$ cat config.mk
export PLATFORM = sky130hd
export DESIGN_NAME = vga_timing_gen
export DESIGN_NICKNAME = d
export VERILOG_FILES = /design/src/rtl/vga_timing_pkg.sv /design/src/rtl/vga_wrap_counter.sv /design/src/rtl/vga_timing_gen.sv
export SDC_FILE = /design/constraint.sdc
export NUM_CORES = 1
export LEC_CHECK = 0
export BUFFER_PORTS_ARGS = -buffer_cell sky130_fd_sc_hd__buf_2
export CAP_MARGIN = 15
export CORE_ASPECT_RATIO = 1.1
export CORE_MARGIN = 10
export CORE_UTILIZATION = 62
export DETAILED_ROUTE_END_ITERATION = 10
export HOLD_SLACK_MARGIN = 0.1
export MAX_ROUTING_LAYER = met4
export PLACE_DENSITY = 0.84
export SLEW_MARGIN = 10
export SYNTH_ARGS = -nofsm -noshare
export SYNTH_HDL_FRONTEND = slang
export SYNTH_SLANG_ARGS = --single-unit
$ cat constraint.sdc
create_clock -name clk_i -period 4.5 [get_ports clk_i]
set_input_delay 0.675 -clock clk_i [delete_from_list [all_inputs] [get_ports clk_i]]
set_output_delay 0.675 -clock clk_i [all_outputs]
set_load 0.01 [all_outputs]
$ cat src/rtl/vga_timing_pkg.sv
// Default video mode (640x480@60) and line/frame total derivation shared by the
// timing generator and the pixel-generation blocks.
package vga_timing_pkg;

  localparam int unsigned DefHDisplay = 640;
  localparam int unsigned DefHFront   = 16;
  localparam int unsigned DefHSync    = 96;
  localparam int unsigned DefHBack    = 48;
  localparam int unsigned DefVDisplay = 480;
  localparam int unsigned DefVFront   = 10;
  localparam int unsigned DefVSync    = 2;
  localparam int unsigned DefVBack    = 33;
  localparam int unsigned DefClkDiv   = 2;
  localparam int unsigned DefCoordW   = 10;

  function automatic int unsigned mode_total(input int unsigned disp, input int unsigned front,
                                             input int unsigned sync, input int unsigned back);
    return disp + front + sync + back;
  endfunction

  localparam int unsigned DefHTotal = mode_total(DefHDisplay, DefHFront, DefHSync, DefHBack);
  localparam int unsigned DefVTotal = mode_total(DefVDisplay, DefVFront, DefVSync, DefVBack);

endpackage

$ cat src/rtl/vga_wrap_counter.sv
// Modulo-N counter with enable, a configurable reset-load value and a wrap strobe.
// The next-state value is exported so callers can register derived outputs in step.
module vga_wrap_counter #(
  parameter int unsigned Width    = 10,
  parameter int unsigned Modulo   = 2,
  parameter int unsigned ResetVal = 0
) (
  input  logic             clk_i,
  input  logic             rst_ni,
  input  logic             en_i,
  output logic [Width-1:0] cnt_o,
  output logic [Width-1:0] cnt_next_o,
  output logic             wrap_o
);

  localparam logic [Width-1:0] MaxVal = Width'(Modulo - 1);
  localparam logic [Width-1:0] RstVal = Width'(ResetVal);

  logic [Width-1:0] cnt_q, cnt_d;
  logic             at_max;

  always_comb begin
    at_max = (cnt_q == MaxVal);
    cnt_d  = cnt_q;
    if (en_i) begin
      cnt_d = at_max ? '0 : cnt_q + Width'(1);
    end
  end

  assign wrap_o     = en_i & at_max;
  assign cnt_o      = cnt_q;
  assign cnt_next_o = cnt_d;

  always_ff @(posedge clk_i or negedge rst_ni) begin
    if (!rst_ni) begin
      cnt_q <= RstVal;
    end else begin
      cnt_q <= cnt_d;
    end
  end

endmodule

$ cat src/rtl/vga_timing_gen.sv
// Parametrised VGA raster timing generator: pixel divider, h/v counters and a single
// bank of output registers so sync, coordinates, enable and strobes stay skew-free.
module vga_timing_gen
  import vga_timing_pkg::*;
#(
  parameter int unsigned H_DISPLAY = DefHDisplay,
  parameter int unsigned H_FRONT   = DefHFront,
  parameter int unsigned H_SYNC    = DefHSync,
  parameter int unsigned H_BACK    = DefHBack,
  parameter int unsigned V_DISPLAY = DefVDisplay,
  parameter int unsigned V_FRONT   = DefVFront,
  parameter int unsigned V_SYNC    = DefVSync,
  parameter int unsigned V_BACK    = DefVBack,
  parameter bit          H_POL     = 1'b0,
  parameter bit          V_POL     = 1'b0,
  parameter int unsigned CLK_DIV   = DefClkDiv,
  parameter int unsigned COORD_W   = DefCoordW
) (
  input  logic               clk_i,
  input  logic               rst_ni,
  output logic               hsync_o,
  output logic               vsync_o,
  output logic               video_on_o,
  output logic [COORD_W-1:0] x_o,
  output logic [COORD_W-1:0] y_o,
  output logic               pixel_tick_o,
  output logic               line_start_o,
  output logic               frame_start_o
);

  localparam int unsigned HTotal = mode_total(H_DISPLAY, H_FRONT, H_SYNC, H_BACK);
  localparam int unsigned VTotal = mode_total(V_DISPLAY, V_FRONT, V_SYNC, V_BACK);
  localparam int unsigned DivW   = (CLK_DIV > 1) ? $clog2(CLK_DIV) : 1;

  localparam logic [COORD_W-1:0] HDisp    = COORD_W'(H_DISPLAY);
  localparam logic [COORD_W-1:0] VDisp    = COORD_W'(V_DISPLAY);
  localparam logic [COORD_W-1:0] HsStart  = COORD_W'(H_DISPLAY + H_FRONT);
  localparam logic [COORD_W-1:0] HsEnd    = COORD_W'(H_DISPLAY + H_FRONT + H_SYNC - 1);
  localparam logic [COORD_W-1:0] VsStart  = COORD_W'(V_DISPLAY + V_FRONT);
  localparam logic [COORD_W-1:0] VsEnd    = COORD_W'(V_DISPLAY + V_FRONT + V_SYNC - 1);

  // Totals must fit the coordinate width; the shift form also covers COORD_W >= 32.
  if (((HTotal - 1) >> COORD_W) != 0 || ((VTotal - 1) >> COORD_W) != 0) begin : g_bad_coord_w
    $error("vga_timing_gen: COORD_W too narrow for H_TOTAL/V_TOTAL");
  end
  if (CLK_DIV < 1) begin : g_bad_clk_div
    $error("vga_timing_gen: CLK_DIV must be at least 1");
  end
  if (H_SYNC == 0 || V_SYNC == 0) begin : g_bad_sync
    $error("vga_timing_gen: sync widths must be non-zero");
  end

  logic [DivW-1:0]    div_cnt, div_cnt_next;
  logic [COORD_W-1:0] h_cnt, h_next, v_cnt, v_next;
  logic               tick, h_wrap, v_wrap;

  vga_wrap_counter #(
    .Width   (DivW),
    .Modulo  (CLK_DIV),
    .ResetVal(0)
  ) u_div_cnt (
    .clk_i     (clk_i),
    .rst_ni    (rst_ni),
    .en_i      (1'b1),
    .cnt_o     (div_cnt),
    .cnt_next_o(div_cnt_next),
    .wrap_o    (tick)
  );

  // Reset-load at the last position so the first tick lands on (0,0).
  vga_wrap_counter #(
    .Width   (COORD_W),
    .Modulo  (HTotal),
    .ResetVal(HTotal - 1)
  ) u_h_cnt (
    .clk_i     (clk_i),
    .rst_ni    (rst_ni),
    .en_i      (tick),
    .cnt_o     (h_cnt),
    .cnt_next_o(h_next),
    .wrap_o    (h_wrap)
  );

  vga_wrap_counter #(
    .Width   (COORD_W),
    .Modulo  (VTotal),
    .ResetVal(VTotal - 1)
  ) u_v_cnt (
    .clk_i     (clk_i),
    .rst_ni    (rst_ni),
    .en_i      (h_wrap),
    .cnt_o     (v_cnt),
    .cnt_next_o(v_next),
    .wrap_o    (v_wrap)
  );

  logic unused_cnt;
  assign unused_cnt = ^{div_cnt, div_cnt_next, h_cnt, v_cnt};

  logic               hsync_q, hsync_d, vsync_q, vsync_d, video_on_q, video_on_d;
  logic [COORD_W-1:0] x_q, x_d, y_q, y_d;
  logic               pixel_tick_q, pixel_tick_d, line_start_q, line_start_d;
  logic               frame_start_q, frame_start_d;

  // Decode from next-state counters so every output moves on the tick edge together.
  always_comb begin
    x_d           = x_q;
    y_d           = y_q;
    hsync_d       = hsync_q;
    vsync_d       = vsync_q;
    video_on_d    = video_on_q;
    pixel_tick_d  = tick;
    line_start_d  = h_wrap;
    frame_start_d = v_wrap;
    if (tick) begin
      x_d        = h_next;
      y_d        = v_next;
      hsync_d    = ((h_next >= HsStart) && (h_next <= HsEnd)) ? H_POL : ~H_POL;
      vsync_d    = ((v_next >= VsStart) && (v_next <= VsEnd)) ? V_POL : ~V_POL;
      video_on_d = (h_next < HDisp) && (v_next < VDisp);
    end
  end

  always_ff @(posedge clk_i or negedge rst_ni) begin
    if (!rst_ni) begin
      x_q           <= '0;
      y_q           <= '0;
      hsync_q       <= ~H_POL;
      vsync_q       <= ~V_POL;
      video_on_q    <= 1'b0;
      pixel_tick_q  <= 1'b0;
      line_start_q  <= 1'b0;
      frame_start_q <= 1'b0;
    end else begin
      x_q           <= x_d;
      y_q           <= y_d;
      hsync_q       <= hsync_d;
      vsync_q       <= vsync_d;
      video_on_q    <= video_on_d;
      pixel_tick_q  <= pixel_tick_d;
      line_start_q  <= line_start_d;
      frame_start_q <= frame_start_d;
    end
  end

  assign hsync_o       = hsync_q;
  assign vsync_o       = vsync_q;
  assign video_on_o    = video_on_q;
  assign x_o           = x_q;
  assign y_o           = y_q;
  assign pixel_tick_o  = pixel_tick_q;
  assign line_start_o  = line_start_q;
  assign frame_start_o = frame_start_q;

endmodule

==> results of run 1 <==
==> registers in the layout (all words and copies together), names as in the netlist <==
register	cells
hsync_o	1
video_on_o	1
x_o	10
u_v_cnt.cnt_o	10
u_h_cnt.cnt_o	10
frame_start_o	1
y_o	10
vsync_o	1
line_start_o	1
u_div_cnt.cnt_o	1
pixel_tick_o	1
==> layout make-up <==
class	instances	area, sq um	area share, %
Sequential cell	47	1190	47.6
Inverter	15	56.3	2.25
Timing Repair Buffer	28	143	5.70
Multi-Input combinational cell	150	958	38.3
Tap cell	50	62.6	2.50
Clock inverter	1	5.00	0.200
Clock buffer	7	86.3	3.45
==> power groups by stage <==
stage | Clock [W] | Sequential (W) | Combinational [W]
2_1_floorplan | 0 | 0.000431 | 0.000000000462
6_report | 0.000257 | 0.000423 | 0.00000777
4_1_cts | 0.000263 | 0.000423 | 0.00000855
3_5_place_dp | 0 | 0.000430 | 0.00000848
5_1_grt | 0.000280 | 0.000423 | 0.00000943
3_3_place_gp | 0 | 0.000430 | 0.00000844
==> cell usage after synthesis, types with 2 or more instances <==
library cell | count | share of area [%]
a21oi_1 | 14 | 3.0
a31oi_1 | 4 | 1.1
and2_1 | 2 | 0.54
and3_1 | 3 | 0.81
and3_2 | 2 | 0.65
buf_2 | 2 | 0.43
buf_6 | 2 | 0.97
clkbuf_1 | 2 | 0.32
clkbuf_8 | 4 | 2.4
dfrtp_1 | 35 | 38
dfstp_2 | 12 | 14
ha_1 | 3 | 1.6
inv_1 | 15 | 2.4
mux2_2 | 7 | 3.4
nand2_1 | 23 | 3.7
nand3_1 | 11 | 2.4
nand4_1 | 2 | 0.54
nor2_1 | 19 | 3.1
nor3_1 | 4 | 0.87
nor4b_1 | 2 | 0.76
o21ai_0 | 12 | 2.6
o31ai_1 | 3 | 0.97
or3_1 | 2 | 0.54
xnor2_1 | 10 | 3.8
xor2_1 | 7 | 2.7
==> path summary, 6_finish.rpt <==
path,startpoint,endpoint
max in group asynchronous,rst_ni,u_h_cnt.cnt_o[5]
hold reg to reg,x_o[9],x_o[9]
setup reg to reg,u_h_cnt.cnt_o[0],vsync_o
setup / recovery,u_h_cnt.cnt_o[0],vsync_o
hold / removal,x_o[9],x_o[9]
min in group asynchronous,rst_ni,y_o[7]
==> per-layer routing <==
metal	track usage [%]	up-vias
met5	-	-
met2	20.6	39
li1	-	828
met3	4.96	10
met1	19.9	795
met4	5.38	0
==> cells by family (layout without fill, tap and decap cells) <==
| family | count (synthesis) | after routing | synth area share [%] |
|---|---|---|---|
| AND/OR/NAND/NOR | 80 | 80 | 18.6 |
| flip-flops | 47 | 47 | 51.5 |
| AO/OA/AOI/OAI | 42 | 42 | 11.0 |
| buffers and inverters | 27 | 51 | 7.03 |
| XOR/XNOR | 17 | 17 | 6.44 |
| multiplexers | 8 | 8 | 3.84 |
| adder cells (fa/ha/maj) | 3 | 3 | 1.62 |
==> stage by stage <==
stage / total power [W] / instances / area, sq um
final: 0.000688 / 298 / 2500
after global routing: 0.000712 / 298 / 2500
after global placement: 0.000439 / 290 / 2410
after floorplan: 0.000431 / 224 / 2310
after detailed placement: 0.000439 / 290 / 2410
after CTS: 0.000694 / 298 / 2500
==> cells in the final DEF, fill, tap and decap left out, types with 4 or more instances in the layout <==
cell type   n
dfrtp_1    35
buf_2      27
nand2_1    23
nor2_1     19
inv_1      15
a21oi_1    14
o21ai_0    12
dfstp_2    12
nand3_1    11
xnor2_1    10
xor2_1      7
mux2_2      7
clkbuf_8    6
nor3_1      4
a31oi_1     4
==> impl_metrics.json, run 1 <==
{
  "outcome": "finished, final reports clean",
  "nNetsFinal": 252,
  "final_util_pct": 69.0,
  "synth_warnings": 0,
  "wl_met1_mm": 2.27,
  "syn_area_per_cell_sq_um": 10.3,
  "holdCritPathClass": "reg2reg",
  "ys_types": 47,
  "slew_headroom_pct": 34.4,
  "ios": 28,
  "num_rows": 23,
  "period_share_pct": 63.5,
  "clk_pin_slew_ns": 0.08,
  "critPathBufInv": 1,
  "slew_viol_final": 0,
  "maxCapViolCount": 0,
  "first_pass_iters": 4,
  "via_per_inst": 5.61,
  "cts_resized": 0,
  "syn_area_sq_mm": 0.00231,
  "hold_viol_final": 0,
  "grt_pass1_vias": 1633,
  "cts_tree": "yes",
  "insertion_delay_ns": 0.30,
  "clock_sinks": 47,
  "crit_chain": "ha_1 -> and3_1 -> nand4_4 -> inv_1 -> nand3_1 -> xor2_1 -> a211o_1 -> o32a_1",
  "yosysSeqAreaShare_pct": 51.5,
  "grt_pass1_wl_mm": 7.91,
  "antenna_found_initial": 0,
  "place_hpwl_mm": 3.24,
  "holdWs_ns": 0.490,
  "cp.required_ns": 4.73,
  "p_comb_share_pct": 1.1,
  "clock_power_share_pct": 37.4,
  "synth-edff-count": 0,
  "die_w_microns": 78.2,
  "fillCellCount": 313,
  "cts_buffers": 5,
  "grt-ovfl-total": 0,
  "drt-initial-drc-count": 88,
  "die-area_sq_mm": 0.00657,
  "critical_path_depth": 8,
  "setup_viol": 0,
  "intPower_w": 0.000547,
  "rr_worst_depth": 8,
  "r2r_slack_ns": 1.64,
  "worst_hold_path.num_cells": 1,
  "critPathSlowestCell": "dfstp_2",
  "seqPwrFrac_pct": 61.5,
  "p_switching_w": 0.000141,
  "synth_nets": 229,
  "ys_seq_elements": 47,
  "cp_max_fo": 12,
  "rsz0062_at_grt": "false",
  "crit_family": "simple AND/OR/NAND/NOR gates",
  "ir_worst_vdd_mv": 0.208,
  "grt_max_degree": 48,
  "core_sq_mm": 0.00363,
  "crit_path_max_incr_delay_ns": 0.59,
  "htreeDepth": 2,
  "grt_usage_pct": 15.0,
  "worstSetupEndpointType": "flop",
  "totalWireLength_mm": 4.53,
  "synthToLayoutAreaGrowth_pct": 8.23,
  "tns_ns": 0,
  "met2_length_mm": 1.93,
  "place_ws_ns": 1.67,
  "fin_ws_ns": 1.64,
  "clock_tree.root_cell": "clkbuf_8",
  "arrival_ns": 3.09,
  "drive_above_1_share_pct": 24.6,
  "fin_crit_ns": 2.86,
  "gp_congestion": 0.899,
  "switching_share_pct": 20.5,
  "p_per_area_mw_per_mm2": 275,
  "drc_errors": 0,
  "netlist_instances": 224,
  "ys_async_sr_fraction_pct": 100,
  "insertedDiodeCount": 0,
  "via_count": 1672,
  "worstMarginPinSlew_ns": 0.984,
  "wl_met3_microns": 242,
  "synth_flop_cell": "dfrtp_1",
  "path_class": "reg2reg",
  "avgRoutedWirePerCell_microns": 15.2,
  "clock_path_buffers": 2,
  "achievable-frequency_ghz": 0.350,
  "fin_worst_skew_ns": 0.00660,
  "startpoint_type": "flop",
  "top_layer_used": "met4",
  "ctsHoldBuffers": 0,
  "cts_setup_buffers": 0,
  "portBuffers": 27,
  "initial_core_util_pct": 63.8,
  "ant_nets": 0,
  "die_h_microns": 84.1,
  "p_leak_nw": 1.18
}
Note: power is estimated with default switching activity, not from simulation.
==> inputs of run 2 (changes only) <==
--- a/config.mk
+++ b/config.mk
@@ -9,11 +9,11 @@
 export CAP_MARGIN = 15
 export CORE_ASPECT_RATIO = 1.1
 export CORE_MARGIN = 10
-export CORE_UTILIZATION = 62
+export CORE_UTILIZATION = 57
 export DETAILED_ROUTE_END_ITERATION = 10
 export HOLD_SLACK_MARGIN = 0.1
 export MAX_ROUTING_LAYER = met4
-export PLACE_DENSITY = 0.84
+export PLACE_DENSITY = 0.78
 export SLEW_MARGIN = 10
 export SYNTH_ARGS = -nofsm -noshare
 export SYNTH_HDL_FRONTEND = slang
==> constraint.sdc (replaced) <==
create_clock -name clk_i -period 2.95 [get_ports clk_i]
set_input_delay 0.4425 -clock clk_i [delete_from_list [all_inputs] [get_ports clk_i]]
set_output_delay 0.4425 -clock clk_i [all_outputs]
set_load 0.01 [all_outputs]
==> run 2 against run 1 <==
Core utilization shrank 5.4 points. Clock-buffer cell count unchanged. Clock skew hardly changed. Die area is 6.6% higher. Worst setup slack lost 1.4 ns. Final cell count grew 1.0%. Non-clock buffer count is 1 higher. Critical path depth increased by 2. Via count down 1.8%. Clock power grew 42%. Worst hold slack worse by 0.18 ns. Global-route usage down 1.0 points. Critical path type unchanged.
==> impl_metrics.json, run 2 (synthesis results as in run 1) <==
{
  "cts_setup_buffers": 0,
  "setup_viol": 0,
  "arrival_ns": 2.90,
  "final_common_cell": "dfrtp_1",
  "fin_worst_skew_ns": 0.00672,
  "drc_errors": 0,
  "insertedDiodeCount": 0,
  "gp_congestion": 0.876,
  "portBuffers": 27,
  "nNetsFinal": 253,
  "maxCapViolCount": 0,
  "core_sq_mm": 0.00393,
  "intPower_w": 0.000811,
  "synthToLayoutAreaGrowth_pct": 8.23,
  "grt_max_degree": 48,
  "drive_above_1_share_pct": 24.5,
  "gr-max-usage-layer": "met2",
  "grt_usage_pct": 13.9,
  "critical_path_depth": 10,
  "ir_worst_vdd_mv": 0.308,
  "rsz0062_at_grt": "false",
  "initial_core_util_pct": 58.8,
  "p_per_area_mw_per_mm2": 409,
  "num_rows": 24,
  "htreeDepth": 2,
  "clock_sinks": 47,
  "clock_power_share_pct": 35.8,
  "final_cell_count_no_fill": 301,
  "cts_resized": 0,
  "ctsHoldBuffers": 0,
  "worstSetupEndpointType": "flop",
  "seqPwrFrac_pct": 63.0,
  "ios": 28,
  "worstMarginPinSlew_ns": 0.997,
  "clk_pin_slew_ns": 0.08,
  "die_w_microns": 80.7,
  "critPathBufInv": 3,
  "p_comb_share_pct": 1.2,
  "outcome": "finished, final reports clean",
  "place_hpwl_mm": 3.16,
  "via_per_inst": 5.46,
  "cts_tree": "yes",
  "clock_path_buffers": 2,
  "cts_buffers": 5,
  "hold_viol_final": 0,
  "grt-ovfl-total": 0,
  "rr_worst_depth": 10,
  "p_leak_nw": 1.18,
  "period_share_pct": 90.3,
  "first_pass_iters": 4,
  "fillCellCount": 341,
  "grt_util_met2_pct": 19.1,
  "crit_family": "compound AO/OA/AOI/OAI gates",
  "totalWireLength_mm": 4.48,
  "insertion_delay_ns": 0.30,
  "slew_headroom_pct": 33.5,
  "cp.required_ns": 3.19,
  "die_h_microns": 86.8,
  "tns_ns": 0,
  "crit_path_max_incr_delay_ns": 0.59,
  "antenna_found_initial": 0,
  "dpl.cell_count": 293,
  "slew_viol_final": 0,
  "use_met1_pct": 18.6,
  "crit_chain": "ha_1 -> and3_1 -> nand4_4 -> inv_1 -> buf_4 -> o21ai_0 -> a21oi_1 -> inv_1 -> a21oi_1 -> a32o_1",
  "startpoint_type": "flop",
  "switching_share_pct": 20.6,
  "clock_tree.root_cell": "clkbuf_8",
  "drt-initial-drc-count": 99,
  "achievable-frequency_ghz": 0.375,
  "ant_nets": 0,
  "grt_pass1_vias": 1618,
  "fin_crit_ns": 2.66,
  "grt_use_met3_pct": 3.73,
  "holdCritPathClass": "in2async",
  "via_count": 1642,
  "die-area_sq_mm": 0.00701,
  "cp_max_fo": 12,
  "p_switching_w": 0.000211,
  "avgRoutedWirePerCell_microns": 14.9,
  "path_class": "reg2reg",
  "grt_pass1_wl_mm": 7.58,
  "critPathSlowestCell": "dfstp_2",
  "most-common-layout-cells": "dfrtp_1 (35), buf_2 (27), nand2_1 (23)"
}
## run 2: metal layers
| layer | share of wire (%) | wire length [microns] | vias up |
|---|---|---|---|
| li1 | - | - | 823 |
| met1 | 48 | 2150 | 769 |
| met2 | 44 | 1950 | 43 |
| met3 | 6.6 | 296 | 7 |
| met4 | 2.0 | 89 | 0 |
| met5 | 0 | 0 | - |
## run 2: area by class of cell
type / instances / area (sq um) / share of cell area [%]
Clock buffer: 7 / 76.3 / 3.05
Clock inverter: 1 / 5.00 / 0.200
Inverter: 15 / 56.3 / 2.25
Multi-Input combinational cell: 150 / 958 / 38.3
Sequential cell: 47 / 1190 / 47.6
Tap cell: 52 / 65.1 / 2.60
Timing Repair Buffer: 29 / 150 / 6.00
## run 2: final timing paths
kind | start | end | slack (ns)
max reg2reg | u_h_cnt.cnt_o[0] | video_on_o | 0.29
min in group clk_i | hsync_o | hsync_o | 0.50
max | u_h_cnt.cnt_o[0] | video_on_o | 0.29
min reg2reg | hsync_o | hsync_o | 0.50
max in group asynchronous | rst_ni | x_o[4] | 2.02
min | rst_ni | u_v_cnt.cnt_o[4] | 0.31
## run 2: worst register-to-register path: stages, from the launching register on
cell     delay [ns]
dfstp_2        0.59
ha_1           0.22
and3_1         0.38
nand4_4        0.26
inv_1          0.21
buf_4          0.18
o21ai_0        0.08
a21oi_1        0.27
inv_1          0.10
a21oi_1        0.13
a32o_1         0.18
## run 2: power groups by stage
stage | clock (W) | sequential [W] | combinational [W]
floorplan | 0 | 0.000657 | 0.000000000462
global placement | 0 | 0.000657 | 0.0000130
detailed placement | 0 | 0.000657 | 0.0000133
CTS | 0.000383 | 0.000645 | 0.0000132
global route | 0.000402 | 0.000645 | 0.0000144
finish | 0.000366 | 0.000645 | 0.0000120
## run 2: metrics by stage
stage	total power (W)	util (%)	cell area (sq um)	hold slack (ns)	setup WS, ns
2_1_floorplan	0.000657	-	2310	0.147	0.740
3_3_place_gp	0.000670	61.5	2420	0.468	0.391
3_5_place_dp	0.000670	61.5	2420	0.478	0.327
4_1_cts	0.00104	63.6	2500	0.344	0.295
5_1_grt	0.00106	63.6	2500	0.385	0.119
6_report	0.00102	63.6	2500	0.306	0.286
